File: src/rtl/pipe_mux.sv
// pipe_mux: registered N-to-1 channel multiplexer with valid/ready handshakes.
// The selected channel is captured into an output register. A one-entry skid
// register absorbs the word accepted in the cycle the output stalls, so
// in_ready can be a flop without losing throughput.
// Optional feature macro: PIPE_MUX_SEL_ERR_EN adds the sticky out-of-range
// select flag (sel_err), a saturating error counter (err_cnt) and its clear
// input (err_clr).
module pipe_mux #(
  parameter int WIDTH_DATA = 32,
  parameter int NUM_IN     = 12,
  localparam int SEL_W     = $clog2(NUM_IN)
) (
  input  logic                         clk,
  input  logic                         rst_n,
  input  logic [NUM_IN*WIDTH_DATA-1:0] in_data,
  input  logic [SEL_W-1:0]             in_sel,
  input  logic                         in_valid,
  output logic                         in_ready,
  output logic [WIDTH_DATA-1:0]        out_data,
  output logic                         out_valid,
`ifdef PIPE_MUX_SEL_ERR_EN
  output logic                         sel_err,
  output logic [7:0]                   err_cnt,
  input  logic                         err_clr,
`endif
  input  logic                         out_ready
);

  localparam logic [SEL_W:0] NUM_IN_W = NUM_IN[SEL_W:0];

  typedef enum logic [1:0] {
    ST_EMPTY = 2'd0,
    ST_ONE   = 2'd1,
    ST_FULL  = 2'd2
  } state_t;

  state_t                  state_q, state_d;
  logic [WIDTH_DATA-1:0]   out_data_q, out_data_d;
  logic [WIDTH_DATA-1:0]   skid_q, skid_d;
  logic                    in_ready_q, in_ready_d;
  logic [WIDTH_DATA-1:0]   mux_word;
  logic                    sel_bad;
  logic                    accept;
  logic                    xfer;

  assign accept    = in_valid && in_ready_q;
  assign out_valid = (state_q != ST_EMPTY);
  assign xfer      = out_valid && out_ready;
  assign in_ready  = in_ready_q;
  assign out_data  = out_data_q;
  assign sel_bad   = ({1'b0, in_sel} >= NUM_IN_W);

  // Channel select; any select outside the channel range falls back to channel 0.
  always_comb begin
    mux_word = in_data[WIDTH_DATA-1:0];
    for (int k = 1; k < NUM_IN; k++) begin
      if (in_sel == k[SEL_W-1:0]) begin
        mux_word = in_data[k*WIDTH_DATA +: WIDTH_DATA];
      end
    end
  end

  // Occupancy FSM: decides where an accepted word lands and when the skid drains.
  always_comb begin
    state_d    = state_q;
    out_data_d = out_data_q;
    skid_d     = skid_q;
    case (state_q)
      ST_EMPTY: begin
        if (accept) begin
          state_d    = ST_ONE;
          out_data_d = mux_word;
        end
      end
      ST_ONE: begin
        if (accept && xfer) begin
          out_data_d = mux_word;
        end else if (accept) begin
          state_d = ST_FULL;
          skid_d  = mux_word;
        end else if (xfer) begin
          state_d = ST_EMPTY;
        end
      end
      ST_FULL: begin
        if (xfer) begin
          state_d    = ST_ONE;
          out_data_d = skid_q;
        end
      end
      default: begin
        state_d = ST_EMPTY;
      end
    endcase
    // Ready is decided one cycle ahead from where the skid will be.
    in_ready_d = (state_d != ST_FULL);
  end

  // State, data and ready registers; reset empties the block immediately.
  always_ff @(posedge clk or negedge rst_n) begin
    if (!rst_n) begin
      state_q    <= ST_EMPTY;
      out_data_q <= '0;
      skid_q     <= '0;
      in_ready_q <= 1'b0;
    end else begin
      state_q    <= state_d;
      out_data_q <= out_data_d;
      skid_q     <= skid_d;
      in_ready_q <= in_ready_d;
    end
  end

`ifdef PIPE_MUX_SEL_ERR_EN
  logic       sel_err_q, sel_err_d;
  logic [7:0] err_cnt_q, err_cnt_d;
  logic       err_hit;

  assign err_hit = accept && sel_bad;
  assign sel_err = sel_err_q;
  assign err_cnt = err_cnt_q;

  // Error bookkeeping; a clear coinciding with a new error restarts the count at one.
  always_comb begin
    sel_err_d = sel_err_q;
    err_cnt_d = err_cnt_q;
    if (err_clr) begin
      sel_err_d = err_hit;
      err_cnt_d = err_hit ? 8'd1 : 8'd0;
    end else if (err_hit) begin
      sel_err_d = 1'b1;
      if (err_cnt_q != 8'hFF) begin
        err_cnt_d = err_cnt_q + 8'd1;
      end
    end
  end

  // Error flag and counter registers.
  always_ff @(posedge clk or negedge rst_n) begin
    if (!rst_n) begin
      sel_err_q <= 1'b0;
      err_cnt_q <= 8'd0;
    end else begin
      sel_err_q <= sel_err_d;
      err_cnt_q <= err_cnt_d;
    end
  end
`endif

endmodule

File: config.mk
export PLATFORM = sky130hd
export DESIGN_NAME = pipe_mux
export DESIGN_NICKNAME = d
export VERILOG_FILES = /design/src/rtl/pipe_mux.sv
export SDC_FILE = /design/constraint.sdc
export NUM_CORES = 1
export LEC_CHECK = 0
export BUFFER_PORTS_ARGS = -buffer_cell sky130_fd_sc_hd__buf_2
export CORE_AREA = 2 2 164 166
export CTS_BUF_LIST = sky130_fd_sc_hd__clkbuf_4 sky130_fd_sc_hd__clkbuf_8
export DETAILED_ROUTE_END_ITERATION = 8
export DIE_AREA = 0 0 166 168
export SYNTH_ARGS = -nofsm -noshare
export SYNTH_HDL_FRONTEND = slang
export SYNTH_SLANG_ARGS = --single-unit
File: constraint.sdc
create_clock -name clk -period 2.26 [get_ports clk]
set_input_delay 0.678 -clock clk [delete_from_list [all_inputs] [get_ports clk]]
set_output_delay 0.678 -clock clk [all_outputs]
set_load 0.005 [all_outputs]
# Word-level counts from Yosys, hierarchy flattened
# Cells that the tools add are included.
[word_totals]
ff_bits = 67
in_bits = 392
out_inout_bits = 34
word_cells = 51
[op_classes]
eq_ne = 17
n_mux = 21
bitwise_logic = 1
reduce_logical = 8
[ops]
columns = ["cell", "n"]
rows = [
  ["32-bit two-way mux", 14],
  ["32-bit one-hot mux with 3 select lines", 1],
  ["4-bit by 3-bit == test with 1-bit output, second input constant", 4],
  ["4-bit == test, second input constant", 4],
  ["2-bit two-way mux", 5],
  ["4-bit by 2-bit == test with 1-bit output, second input constant", 2],
  ["2-bit inequality test, second input constant", 4],
  ["2-bit one-hot mux with 3 select lines", 1],
  ["4-bit by 1-bit == test with 1-bit output, second input constant", 1],
  ["4-bit AND reduction", 1],
  ["1-bit logical AND", 3],
  ["3-bit AND reduction", 1],
  ["3-bit nonzero test", 1],
  ["2-bit by 1-bit == test with 1-bit output, second input constant", 1],
  ["2-bit == test, second input constant", 1],
  ["2-bit logical NOT", 1],
  ["2-bit nonzero test", 1],
  ["1-bit inverter", 1],
]

# Depth between registers and ports, before layout
[logic_depth]
depth_word = 14
mapped_depth = 9
mapped_depth_nobuf = 5

# Least setup slack after synthesis
# No wires, ideal clock.
[synth_timing]
path_kind = "input to register"
start = "input in_sel[2]"
end = "register out_data_q[18], in the netlist out_data[18]"
setup_ps = 126
t_arrival_ps = 2053
slack_ps = 81
stages = 6
cell_sequence = "buf_6 > a21o_4 > or2_4 > a2111oi_2 > a211oi_1 > a221o_1"
[synth_between]
elab_chain_len = 14
word_cells_on_any_way = 25
classes_between = "eq/ne: 11; mux: 14"
[synth_rtl]
columns = ["element", "line", "rtl"]
rows = [
  ["from (decl)", "16", "input logic [SEL_W-1:0] in_sel,"],
  ["4-bit by 1-bit == test with 1-bit output", "57", "if (in_sel == k[SEL_W-1:0]) begin"],
  ["32-bit two-way mux (10 in a row)", "57", ""],
  ["32-bit two-way mux *", "57", ""],
  ["32-bit two-way mux, on equally long branches", "76, 70", ""],
  ["32-bit one-hot mux with 3 select lines *", "68", "case (state_q)"],
  ["to (signal assigned)", "108", "out_data_q <= out_data_d;"],
  ["to (decl)", "38", "logic [WIDTH_DATA-1:0] out_data_q, out_data_d;"],
]
# Every way passes the cells marked *; elsewhere a longest branch is shown, timed or not. The select of a mux whose other input is x is not followed.
# A chain may end at the register's enable or synchronous reset.

# Worst setup path after layout
[layout_timing]
start = "input in_sel[1]"
end = "register out_data_q[13], in the netlist out_data[13]"
# The elaborated chain is that of the path after synthesis.

==> flow_summary.ini <==
[logic_synthesis]
synth-seq-cells = 67
synth_edf_count = 0
synthArstFlopShare_pct = 100
avgSynthCellArea_sq_um = 7.88
yosys_most_used_dff = dfrtp_1
ys_warn_count = 0
synth_nets = 1379
synth_cell_types = 67
ys_seq_area_share_pct = 21.6
synthCells = 987
synthesis.area_sq_um = 7780

[global_routing]
grt_pass1_wl_mm = 58.7
grt_use_total_pct = 27.1
gr-total-overflow = 0
antenna_found_initial = 2
grt_pass1_vias = 10000
grt_max_degree = 38

[floorplan]
die_x_microns = 166
io_pins = 426
die_h_microns = 168
die_area_sq_um = 27900
core_area_sq_um = 26400
row_count = 60
start_util_pct = 29.5

[routing]
vias = 10400
via_per_inst = 5.63
wl_mm = 39.7
drcViolationCount = 0
first_iter_violations = 975
ant_nets = 0
drtPass1Iterations = 7
wire_per_inst_microns = 21.5

[setup_path]
r2r_cells = 6
slowest_stage = a221oi_1
path_class = input pin to flip-flop
end_kind = flip-flop
r2r-start = state_q[1]$_DFF_PN0_
path_cells = buf_6 -> buf_4 -> nand2b_1 -> buf_4 -> o22ai_1 -> a221oi_1 -> a21oi_2 -> buf_4 -> o21ai_0
critPathBufInv = 4
critical_path.top_delay_family = compound AO/OA/AOI/OAI gates
cpPeakStageDelay_ps = 360
crit_top_cell = buf_4
critical_path.startpoint_type = input pin
r2r-end = out_data[19]$_DFFE_PN0P_
crit_arrival_ps = 2410
worstPathRequired_ps = 2530
critPathMaxFanout = 17
ff2ff_setup_slack_ps = 350

[power]
p_per_area_nw_per_um2 = 557
peakVddDrop_mv = 0.340
seqPwrFrac_pct = 32.4
intPower_mw = 3.91
p_clk_share_pct = 16.8
switchingPower_mw = 2.62
p_leak_nw = 5.44
finalPower_mw = 6.53
p_sw_share_pct = 40.2
combPwrFrac_pct = 50.7

[sta]
rsz0062_at_grt = no
period_needed_ps = 2140
fin_ws_ps = 120
tightest_slew_ps = 513
slew_violations = 0
relSlewSlack_pct = 64.9
final_hold_viol_count = 0
fin_crit_sh_pct = 94.7
max_freq_mhz = 467
clock_skew_ps = 10.1
finalSetupViolCount = 0

[finish]
fill_cells = 2740
final_common_cell = buf_2
layout_common_cells = 421 x buf_2, 154 x buf_4, 113 x a21oi_1
fin_cells = 1849
drive_above_1_share_pct = 45.9
syn2layout_area_growth_pct = 50.6
nets = 1893

[clock_network]
cts_max_level = 3
clk_latency_ps = 350
cts_tree = done
cts_buffers = 9
clkSinkCount = 67
clkTransAtPathRegs_ps = 90
cts_root_buffer = clkbuf_8
hold_buffers = 0
clockBufferDepth = 2

[placed_design]
port-buffer-count = 425
finalWeightedCongestion = 0.956
place_inst = 1823
pre_cts_ws_ps = -419
hpwlAfterDp_mm = 32.5

[run_status]
status = finished clean

[flow_run]
cap_viol_max_count = 0

[worst_hold_path]
hold_path_class = input pin to async pin
worst reg2reg max path, delay by kind of cell, from the launching register on:
kind | cells | cell delay, ps
compound gates | 3 | 330
buf+inv | 1 | 320
flops | 1 | 470
simple gates | 2 | 680
cell usage after synthesis, types with 25 or more instances:
cell      instances  area [sq um]
clkbuf_1         39           146
a211oi_1         25           188
nor2b_1          26           163
buf_2            36           180
nand2_1          59           221
dfrtp_1          67          1680
nor2_1           56           210
o22ai_1          35           219
o21ai_0          97           485
a21oi_1         114           571
mux2i_1          83           831
mux2_2           38           428
routing by layer:
| metal | up-vias | track usage [%] | share of wire (%) |
|---|---|---|---|
| met3 | 53 | 5.27 | 8.3 |
| met2 | 528 | 44.5 | 47 |
| met1 | 4947 | 36.4 | 42 |
| met5 | - | 0 | 0 |
| li1 | 4878 | - | - |
| met4 | 0 | 7.15 | 2.2 |
per-stage QoR:
step	instance area [sq um]	setup TNS (ps)	hold slack [ps]	util [%]
6_report	11700	0	281	44.4
2_1_floorplan	7780	0	382	-
3_5_place_dp	11400	-10510	463	43.3
4_1_cts	11600	0	265	44.1
3_3_place_gp	11400	-9150	455	43.3
5_1_grt	11700	0	285	44.4
repair_timing:
item	in CTS	in global routing
endpoints found under the setup margin	1	7
resized for setup	2	8
pin swaps	1	5
buffers inserted	0	8
state kept, by name, indices dropped and copies added, names as in the netlist:
signal,count
in_ready,1
skid_q,32
out_data,32
state_q,2
cell families (layout without fill, tap and decap cells):
| kind of cell | count (synthesis) | after routing | synth area share (%) |
|---|---|---|---|
| flip-flops | 67 | 67 | 21.6 |
| AND/OR/NAND/NOR | 247 | 247 | 16.7 |
| multiplexers | 123 | 123 | 16.8 |
| other | 0 | 2 | 0 |
| buffers and inverters | 114 | 633 | 7.77 |
| AO/OA/AOI/OAI | 436 | 436 | 37.2 |
layout make-up:
| class | count | area, sq um | area share [%] |
|---|---|---|---|
| antenna | 2 | 5.00 | 0.0427 |
| timing repair buffer | 605 | 3810 | 32.6 |
| clock inverter | 7 | 83.8 | 0.716 |
| inverter | 12 | 45.0 | 0.385 |
| sequential | 67 | 1680 | 14.3 |
| multi-input combinational | 806 | 5540 | 47.3 |
| tap | 341 | 427 | 3.64 |
| clock buffer | 9 | 124 | 1.06 |
power by group through the flow:
| stage | sequential [mW] | clock (mW) | combinational (mW) |
|---|---|---|---|
| after global routing | 2.19 | 1.19 | 3.58 |
| after CTS | 2.11 | 1.14 | 3.28 |
| final | 2.12 | 1.10 | 3.31 |
| after detailed placement | 2.12 | 0 | 3.27 |
| after floorplan | 2.08 | 0 | 1.64 |
| after global placement | 2.11 | 0 | 3.22 |
worst max path at each step:
stage          startpoint                  endpoint  slack [ps]  depth (start not counted)
6_report        in_sel[1]  out_data[13]$_DFFE_PN0P_         120                          9
5_1_grt         in_sel[3]    skid_q[19]$_DFFE_PN0P_           2                          8
3_5_place_dp    in_sel[2]    skid_q[19]$_DFFE_PN0P_        -420                         10
3_3_place_gp    in_sel[2]    skid_q[19]$_DFFE_PN0P_        -420                         10
4_1_cts         in_sel[1]   out_data[8]$_DFFE_PN0P_          20                          8
2_1_floorplan   in_sel[2]  out_data[18]$_DFFE_PN0P_          80                          6
No activity file was read; power rests on OpenSTA's default activity.
